<file path="src/rtl/mold_pipe_sched.sv">
// mold_pipe_sched: routes MoldUDP64 primary/overlap streams onto two pipes, tags messages with sequence numbers, checks counts.
// Optional sequence-gap detection is enabled by defining MOLD_PIPE_SCHED_GAP_DETECT_EN.
module mold_pipe_sched #(
  parameter int AXI_DATA_W = 64,
  parameter int KEEP_LW    = 3,
  parameter int OV_DATA_W  = 48,
  parameter int OV_KEEP_LW = 3,
  parameter int SEQ_W      = 64,
  parameter int CNT_W      = 16
) (
  input  logic                  clk,
  input  logic                  reset,
  input  logic                  valid_i,
  input  logic                  init_v_i,
  input  logic                  last_i,
  input  logic [SEQ_W-1:0]      seq_num_i,
  input  logic [CNT_W-1:0]      msg_cnt_i,
  input  logic                  start_i,
  input  logic [AXI_DATA_W-1:0] data_i,
  input  logic [KEEP_LW-1:0]    len_i,
  input  logic                  msg_end_v_i,
  input  logic                  ov_valid_i,
  input  logic                  ov_start_i,
  input  logic [OV_DATA_W-1:0]  ov_data_i,
  input  logic [OV_KEEP_LW-1:0] ov_len_i,
  output logic                  p0_valid_o,
  output logic                  p0_start_o,
  output logic [AXI_DATA_W-1:0] p0_data_o,
  output logic [KEEP_LW-1:0]    p0_len_o,
  output logic [SEQ_W-1:0]      p0_seq_o,
  output logic                  p1_valid_o,
  output logic                  p1_start_o,
  output logic [AXI_DATA_W-1:0] p1_data_o,
  output logic [KEEP_LW-1:0]    p1_len_o,
  output logic [SEQ_W-1:0]      p1_seq_o,
  output logic                  sel_o,
  output logic                  cnt_err_o,
  output logic                  drop_o,
  output logic                  gap_v_o,
  output logic [SEQ_W-1:0]      gap_len_o
);
  typedef enum logic {IDLE, PKT} state_t;
  state_t state_q, state_n;
  logic acc, acc_init, in_pkt, ov_ok, cur_sel, p_start, o_start, end_b;
  logic sel_q, sel_n, err_n, drop_n;
  logic [1:0] pri, ovl, v_n, v_q, s_n, s_q;
  logic [SEQ_W-1:0] seq_q, seq_base, seq_n;
  logic [CNT_W-1:0] rem_q, rem_base, rem_n;
  logic [1:0][AXI_DATA_W-1:0] d_n, d_q;
  logic [1:0][KEEP_LW-1:0] l_n, l_q;
  logic [1:0][SEQ_W-1:0] q_n, q_q;
  assign in_pkt   = state_q == PKT;
  assign acc_init = valid_i & init_v_i;
  assign acc      = valid_i & (init_v_i | in_pkt);
  always_ff @(posedge clk)
    state_q <= reset ? IDLE : state_n;
  always_comb begin
    state_n = state_q;
    if (acc_init) state_n = last_i ? IDLE : PKT;
    else if (acc && last_i) state_n = IDLE;
  end
  // An init beat always restarts on pipe 0 with the header's sequence and count.
  always_comb begin
    cur_sel  = acc_init ? 1'b0 : sel_q;
    ov_ok    = ov_valid_i & (acc_init | in_pkt);
    p_start  = acc & start_i;
    o_start  = ov_ok & ov_start_i;
    end_b    = acc & msg_end_v_i;
    seq_base = acc_init ? seq_num_i : seq_q;
    seq_n    = seq_base + SEQ_W'(p_start) + SEQ_W'(o_start);
    rem_base = acc_init ? ((msg_cnt_i == '1) ? '0 : msg_cnt_i) : rem_q;
    rem_n    = (end_b && rem_base != '0) ? rem_base - CNT_W'(1) : rem_base;
    err_n    = (acc_init & in_pkt) | (end_b & (rem_base == '0)) | (acc & last_i & (rem_n != '0));
    drop_n   = valid_i & ~init_v_i & ~in_pkt;
    sel_n    = acc ? cur_sel ^ (end_b & ov_valid_i) : sel_q;
    pri      = acc ? (cur_sel ? 2'b10 : 2'b01) : 2'b00;
    ovl      = ov_ok ? (cur_sel ? 2'b01 : 2'b10) : 2'b00;
    for (int i = 0; i < 2; i++) begin
      v_n[i] = pri[i] | ovl[i];
      s_n[i] = pri[i] ? start_i : ovl[i] & ov_start_i;
      d_n[i] = pri[i] ? data_i : ovl[i] ? AXI_DATA_W'(ov_data_i) : '0;
      l_n[i] = pri[i] ? len_i : ovl[i] ? KEEP_LW'(ov_len_i) : '0;
      q_n[i] = (pri[i] & start_i) ? seq_base :
               (ovl[i] & ov_start_i) ? seq_base + SEQ_W'(p_start) : q_q[i];
    end
  end
  always_ff @(posedge clk) begin
    if (reset) begin
      sel_q     <= 1'b0;
      seq_q     <= '0;
      rem_q     <= '0;
      v_q       <= '0;
      s_q       <= '0;
      d_q       <= '0;
      l_q       <= '0;
      q_q       <= '0;
      cnt_err_o <= 1'b0;
      drop_o    <= 1'b0;
    end else begin
      sel_q     <= sel_n;
      seq_q     <= seq_n;
      rem_q     <= rem_n;
      v_q       <= v_n;
      s_q       <= s_n;
      d_q       <= d_n;
      l_q       <= l_n;
      q_q       <= q_n;
      cnt_err_o <= err_n;
      drop_o    <= drop_n;
    end
  end
  assign sel_o      = sel_q;
  assign p0_valid_o = v_q[0];
  assign p0_start_o = s_q[0];
  assign p0_data_o  = d_q[0];
  assign p0_len_o   = l_q[0];
  assign p0_seq_o   = q_q[0];
  assign p1_valid_o = v_q[1];
  assign p1_start_o = s_q[1];
  assign p1_data_o  = d_q[1];
  assign p1_len_o   = l_q[1];
  assign p1_seq_o   = q_q[1];
`ifdef MOLD_PIPE_SCHED_GAP_DETECT_EN
  logic [SEQ_W-1:0] exp_q;
  logic exp_v_q;
  // A retransmission (seq behind expected) shows up as a large wrapped gap.
  always_ff @(posedge clk) begin
    if (reset) begin
      exp_q     <= '0;
      exp_v_q   <= 1'b0;
      gap_v_o   <= 1'b0;
      gap_len_o <= '0;
    end else begin
      gap_v_o   <= acc_init & exp_v_q & (seq_num_i != exp_q);
      gap_len_o <= (acc_init & exp_v_q & (seq_num_i != exp_q)) ? seq_num_i - exp_q : '0;
      if (acc && last_i) begin
        exp_q   <= seq_n;
        exp_v_q <= 1'b1;
      end
    end
  end
`else
  assign gap_v_o   = 1'b0;
  assign gap_len_o = '0;
`endif
endmodule
</file>
<file path="config.mk">
export PLATFORM = sky130hd
export DESIGN_NAME = mold_pipe_sched
export DESIGN_NICKNAME = d
export VERILOG_FILES = /design/src/rtl/mold_pipe_sched.sv
export SDC_FILE = /design/constraint.sdc
export NUM_CORES = 1
export LEC_CHECK = 0
export CORE_AREA = 2 2 208 210
export DETAILED_ROUTE_END_ITERATION = 16
export DIE_AREA = 0 0 210 212
export DONT_BUFFER_PORTS = 1
export GPL_ROUTABILITY_DRIVEN = 0
export PLACE_DENSITY = 0.61
export RECOVER_POWER = 100
export SYNTH_ARGS = -nofsm -noshare
export SYNTH_HDL_FRONTEND = slang
export SYNTH_SLANG_ARGS = --single-unit
</file>
<file path="constraint.sdc">
create_clock -name clk -period 21.6 [get_ports clk]
set_input_delay 5.4 -clock clk [delete_from_list [all_inputs] [get_ports clk]]
set_output_delay 5.4 -clock clk [all_outputs]
set_load 0.03 [all_outputs]
</file>
After elaboration in Yosys (flattened, before gate mapping)
Cells that the tools add are included.

Register bits after elaboration: 350. Bits in latches: 0. Bits in writable memories: 0. Memory bits (read-only): 0. Output and inout bits: 334. Logic and storage cells: 78. Memories kept: 0.

$add $sub $neg: 3. $mul: 0. Div/mod/pow operators: 0. $lt $le $gt $ge: 0. Eq/ne operators: 1. Shift operators: 0. Mux-type cells: 26. Bitwise operators: 26. Reductions and logical operators: 8.

Operators by type and width (count): $mux W64 (7); $add A64 B1 Y64 (2); $mux W48 (2); $mux W16 (3); $reduce_bool A16 Y1 (2); $and A1 B1 Y1 (17); $eq A16 B16 Y1 const B (1); $logic_not A16 Y1 (1); $sub A16 B1 Y16 const B (1); $mux W3 (4); $mux W2 (4); $mux W1 (6); $or A1 B1 Y1 (6); $reduce_bool A2 Y1 (3); $logic_and A1 B1 Y1 (2); $not A1 Y1 (2); $xor A1 B1 Y1 (1).

Logic depth before layout (Yosys ltp)
Depth after elaboration: 9. Mapped depth: 25. Mapped depth without buffers: 14.

Worst setup path before layout
OpenSTA, ideal clock, no wires.

Kind: input to register. Start point: in init_v_i. End point: reg seq_q[58]. Arrival time: 11386 ps. Data required time: 21477 ps. Setup slack: 10091 ps. Stages on the path: 24. Path buffers: 10. Path through: buf_4 nand2_4 buf_4 buf_4 buf_2 buf_2 buf_2 buf_1 clkbuf_1 clkbuf_1 nand2_1 nand2_1 ha_1 ha_1 o21ai_0 or4_1 or4_4 nor2_1 xnor2_1 nand4_1 or4b_1 buf_2 nor4b_2 mux2_1.

Word-level cells in the longest chain between the ends: 5.

Ends and longest elaborated chain: start, declared (RTL line 14) `input logic init_v_i,`; $or A1 B1 Y1 / $and A1 B1 Y1 (equally long branches) (RTL line 54, 53); $and A1 B1 Y1 / $or A1 B1 Y1 (equally long branches) (RTL line 54, 65); $and A1 B1 Y1, on equally long branches (RTL line 66, 65); $add A64 B1 Y64 / $and A1 B1 Y1 (equally long branches) (RTL line 70, 67); $add A64 B1 Y64 * (RTL line 70) `seq_n = seq_base + SEQ_W'(p_start) + SEQ_W'(o_start);`; end signal, assigned (RTL line 101) `seq_q <= seq_n;`; end, declared (RTL line 47) `logic [SEQ_W-1:0] seq_q, seq_base, seq_n;`.

Mark *: on every way between the ends. The rest lies on a longest branch, timed or not. A chain may end at the register's enable or synchronous reset.

Worst setup path in the final report
Start point: in valid_i. End point: reg q_q (netlist bit p0_seq_o[18]).

Word-level cells in the longest chain between the ends: 6.

Ends and longest elaborated chain: start, declared (RTL line 13) `input logic valid_i,`; parallel branches: the longest is 6 deep, another holds $add A64 B1 Y64; end signal, assigned (RTL line 107) `q_q <= q_n;`; end, declared (RTL line 51) `logic [1:0][SEQ_W-1:0] q_n, q_q;`.

Parallel ways; which one is timed is not known. The select of a mux whose other input is x is not followed.

==> results.json <==
{
  "routed_via_density": 6.44,
  "skew_ns": 0.0210,
  "floorplan.die.height_um": 212,
  "crit_required_ns": 22.05,
  "layout_min_cycle_time_ns": 15.39,
  "syn_inst": 2138,
  "initialDrtViolationCount": 1932,
  "antenna_left": 0,
  "grt.total_usage_pct": 29.5,
  "placeableCoreArea_um2": 42500,
  "run_status": "finished with violations",
  "row_count": 76,
  "fraction_of_final_layout_cells_with_drive_strength_greater_than_1_pct": 6.08,
  "hp-class": "flop to flop",
  "report.final.setup_viol": 0,
  "setup_total_neg_slack_ns": 0,
  "antenna_found_initial": 4,
  "cts_buffers": 40,
  "postCtsHoldBufs": 0,
  "max-clock-path-buffers": 3,
  "routed_wirelength_um": 69200,
  "detailed_place_hpwl_um": 49700,
  "clock_transition_at_the_registers_of_the_reported_paths_ns": 0.06,
  "min_from": "p1_seq_o[9]",
  "ys_ff_latch": 350,
  "area_of_the_multi_input_gates_um2": 10000,
  "layout_commonest_cell": "sky130_fd_sc_hd__dfxtp_1",
  "initial_utilization_pct": 42.3,
  "worst_ep_arrival_time_ns": 15.84,
  "fin_nets": 2270,
  "layout_common_cells": "350 x sky130_fd_sc_hd__dfxtp_1, 283 x sky130_fd_sc_hd__nor2_1, 225 x sky130_fd_sc_hd__nand2_1",
  "top_level_ports": 541,
  "placement.cell_area_um2": 18000,
  "postLayoutSetupSlackWorst_ns": 6.21,
  "ir_drop_mv": 0.0603,
  "largest_net_degree_at_the_start_of_global_routing": 209,
  "postLayoutCellArea_um2": 19300,
  "violations": "capacitance limit, slew limit",
  "syn_avg_cell_area_um2": 8.42,
  "post_layout_util_pct": 45.5,
  "htreeDepth": 2,
  "first_global_vias": 15500,
  "globalRouteOverflowTotal": 0,
  "critical_path.startpoint": "valid_i",
  "yosysUniqueCellTypes": 81,
  "synth_enable_flop_cells": 0,
  "portBuffers": 0,
  "syn_to_final_growth_pct": 7.50,
  "final.fill_count": 4165,
  "post_cts.repair.setup_buffers": 0,
  "timing.slew.headroom_pct": -167,
  "first_pass_grt_wire_length_um": 101000,
  "async_flop_share_pct": 0,
  "crit_path_end_kind": "flop",
  "synth_flop_cell": "sky130_fd_sc_hd__dfxtp_1",
  "leakagePower_nw": 6.88,
  "crit-reg2reg-launch": "in_pkt",
  "worstSetupStartpointType": "input port",
  "drc_errors": 0,
  "max_clock_freq_mhz": 65.0,
  "rsz0062_at_grt": "no",
  "die_width_um": 210,
  "timing.max_cap.violations": 9,
  "timing.hold.ws_ns": 0.604,
  "insertion_delay_ns": 0.58,
  "yosys_warnings": 0,
  "netlist_area_before_placement_um2": 18000,
  "maxSlewViolCount": 478,
  "p_per_area_nw_per_um2": 84.0,
  "firstDrtPassIters": 8,
  "final_hold_violation_count": 0,
  "total_number_of_clock_tree_sinks": 350,
  "critPathKind": "input port to flop",
  "ys_seq_area_share_pct": 38.9,
  "worst_pin_slew_ns": 4.00,
  "layout_worst_path_cycle_share_pct": 71.2,
  "pre_cts_ws_ns": 10.70,
  "dr_total_vias": 17000,
  "ctsResizeCount": 0,
  "cts_root_buffer_type": "sky130_fd_sc_hd__clkbuf_16",
  "layout.area.seq_um2": 7010,
  "cts_tree": "done",
  "biggest_fanout_along_the_worst_timing_path": 66,
  "fp.dieArea_um2": 44500,
  "wl_per_cell_um": 26.3
}
==> critical path, stage by stage <==
cell and delay, ns:
sky130_fd_sc_hd__nand2_1 0.07, sky130_fd_sc_hd__clkbuf_1 2.15, sky130_fd_sc_hd__clkbuf_1 2.69, sky130_fd_sc_hd__nand2_1 0.55, sky130_fd_sc_hd__nor3_1 0.31, sky130_fd_sc_hd__clkbuf_1 2.84, sky130_fd_sc_hd__nor2_4 0.69, sky130_fd_sc_hd__buf_4 0.57
sky130_fd_sc_hd__a221oi_1 0.40, sky130_fd_sc_hd__nor2_1 0.09
==> Yosys cell counts, types with 7 or more instances <==
library cell                 n  share of area [%]
sky130_fd_sc_hd__nor4_2      7               0.49
sky130_fd_sc_hd__buf_4      74                3.1
sky130_fd_sc_hd__dfxtp_1   350                 39
sky130_fd_sc_hd__nor2_1    286                6.0
sky130_fd_sc_hd__nor4_1     30                1.0
sky130_fd_sc_hd__a221oi_1   80                3.9
sky130_fd_sc_hd__o21ai_1    19               0.53
sky130_fd_sc_hd__clkbuf_1   99                2.1
sky130_fd_sc_hd__nand2_1   225                4.7
sky130_fd_sc_hd__inv_1      12               0.25
sky130_fd_sc_hd__mux2_2      8               0.50
sky130_fd_sc_hd__nand3_1    58                1.6
sky130_fd_sc_hd__or4_1      20               0.83
sky130_fd_sc_hd__mux2_1      9               0.56
sky130_fd_sc_hd__nor3_1     39                1.1
sky130_fd_sc_hd__or2_2      12               0.42
sky130_fd_sc_hd__o21a_1     13               0.54
sky130_fd_sc_hd__buf_1       9               0.19
sky130_fd_sc_hd__a21oi_1    54                1.5
sky130_fd_sc_hd__nand2b_1   11               0.38
sky130_fd_sc_hd__a32oi_1     9               0.44
sky130_fd_sc_hd__and2_1     58                2.0
sky130_fd_sc_hd__mux2i_1    59                3.3
sky130_fd_sc_hd__a211oi_1    7               0.29
sky130_fd_sc_hd__and3_1     19               0.66
sky130_fd_sc_hd__o21ai_0    80                2.2
sky130_fd_sc_hd__a22oi_1    29                1.2
sky130_fd_sc_hd__o31ai_1     7               0.29
sky130_fd_sc_hd__xor2_1     42                2.0
sky130_fd_sc_hd__xnor2_1    52                2.5
sky130_fd_sc_hd__nor2b_1     8               0.28
sky130_fd_sc_hd__or3_1      20               0.70
sky130_fd_sc_hd__a31oi_1    20               0.70
sky130_fd_sc_hd__nand4_1    89                3.1
sky130_fd_sc_hd__a22o_1    103                5.0
sky130_fd_sc_hd__buf_2      16               0.45
==> registers in the layout, indices dropped and copies added, names as in the netlist, 2 cells and up <==
register,cells
s_q,2
rem_q,16
p0_data_o,64
p1_len_o,3
p0_seq_o,64
seq_q,64
v_q,2
p1_data_o,64
p0_len_o,3
p1_seq_o,64
==> report_power, final <==
group | leakage (nW) | total (mW) | internal, mW | switching, mW
clock network | 0.729 | 0.770 | 0.470 | 0.300
logic | 3.31 | 0.148 | 0.0470 | 0.101
registers | 2.84 | 0.707 | 0.667 | 0.0405
==> per-stage QoR <==
step | power [mW] | cells
final | 1.63 | 2636
after global routing | 1.67 | 2636
after CTS | 1.63 | 2635
after detailed placement | 0.865 | 2561
after global placement | 0.863 | 2561
after floorplan | 0.845 | 2202
==> cell families after synthesis <==
family / synth area share, %
other cells: 0.0208
compound gates: 18.8
mux: 4.35
flops: 38.9
fa+ha+maj: 0.417
buf+inv: 6.41
simple gates: 26.5
xor+xnor: 4.58
==> layer usage <==
layer	share of wire (%)	track usage (%)	wire length (µm)
met5	0.035	0	24
met1	37	35.7	25800
met2	46	47.5	31800
met3	12	9.10	8070
met4	5.1	15.0	3510
==> worst paths after layout <==
path / to / slack, ns / cells past startpoint
min reg2reg: p1_seq_o[9] / 0.60 / 2
max reg2reg: seq_q[61] / 15.26 / 13
max: p0_seq_o[18] / 6.21 / 10
min: p1_seq_o[9] / 0.60 / 2
==> layout make-up <==
class / count / share of cell area, %
clock buffers: 52 / 5.83
inverters: 12 / 0.233
flip-flops and latches: 350 / 36.2
multi-input cells: 1636 / 51.9
diodes: 1 / 0.0129
repair buffers: 17 / 0.485
clock inverters: 22 / 1.83
well taps: 546 / 3.53
Power figures use the tool's default switching activity.
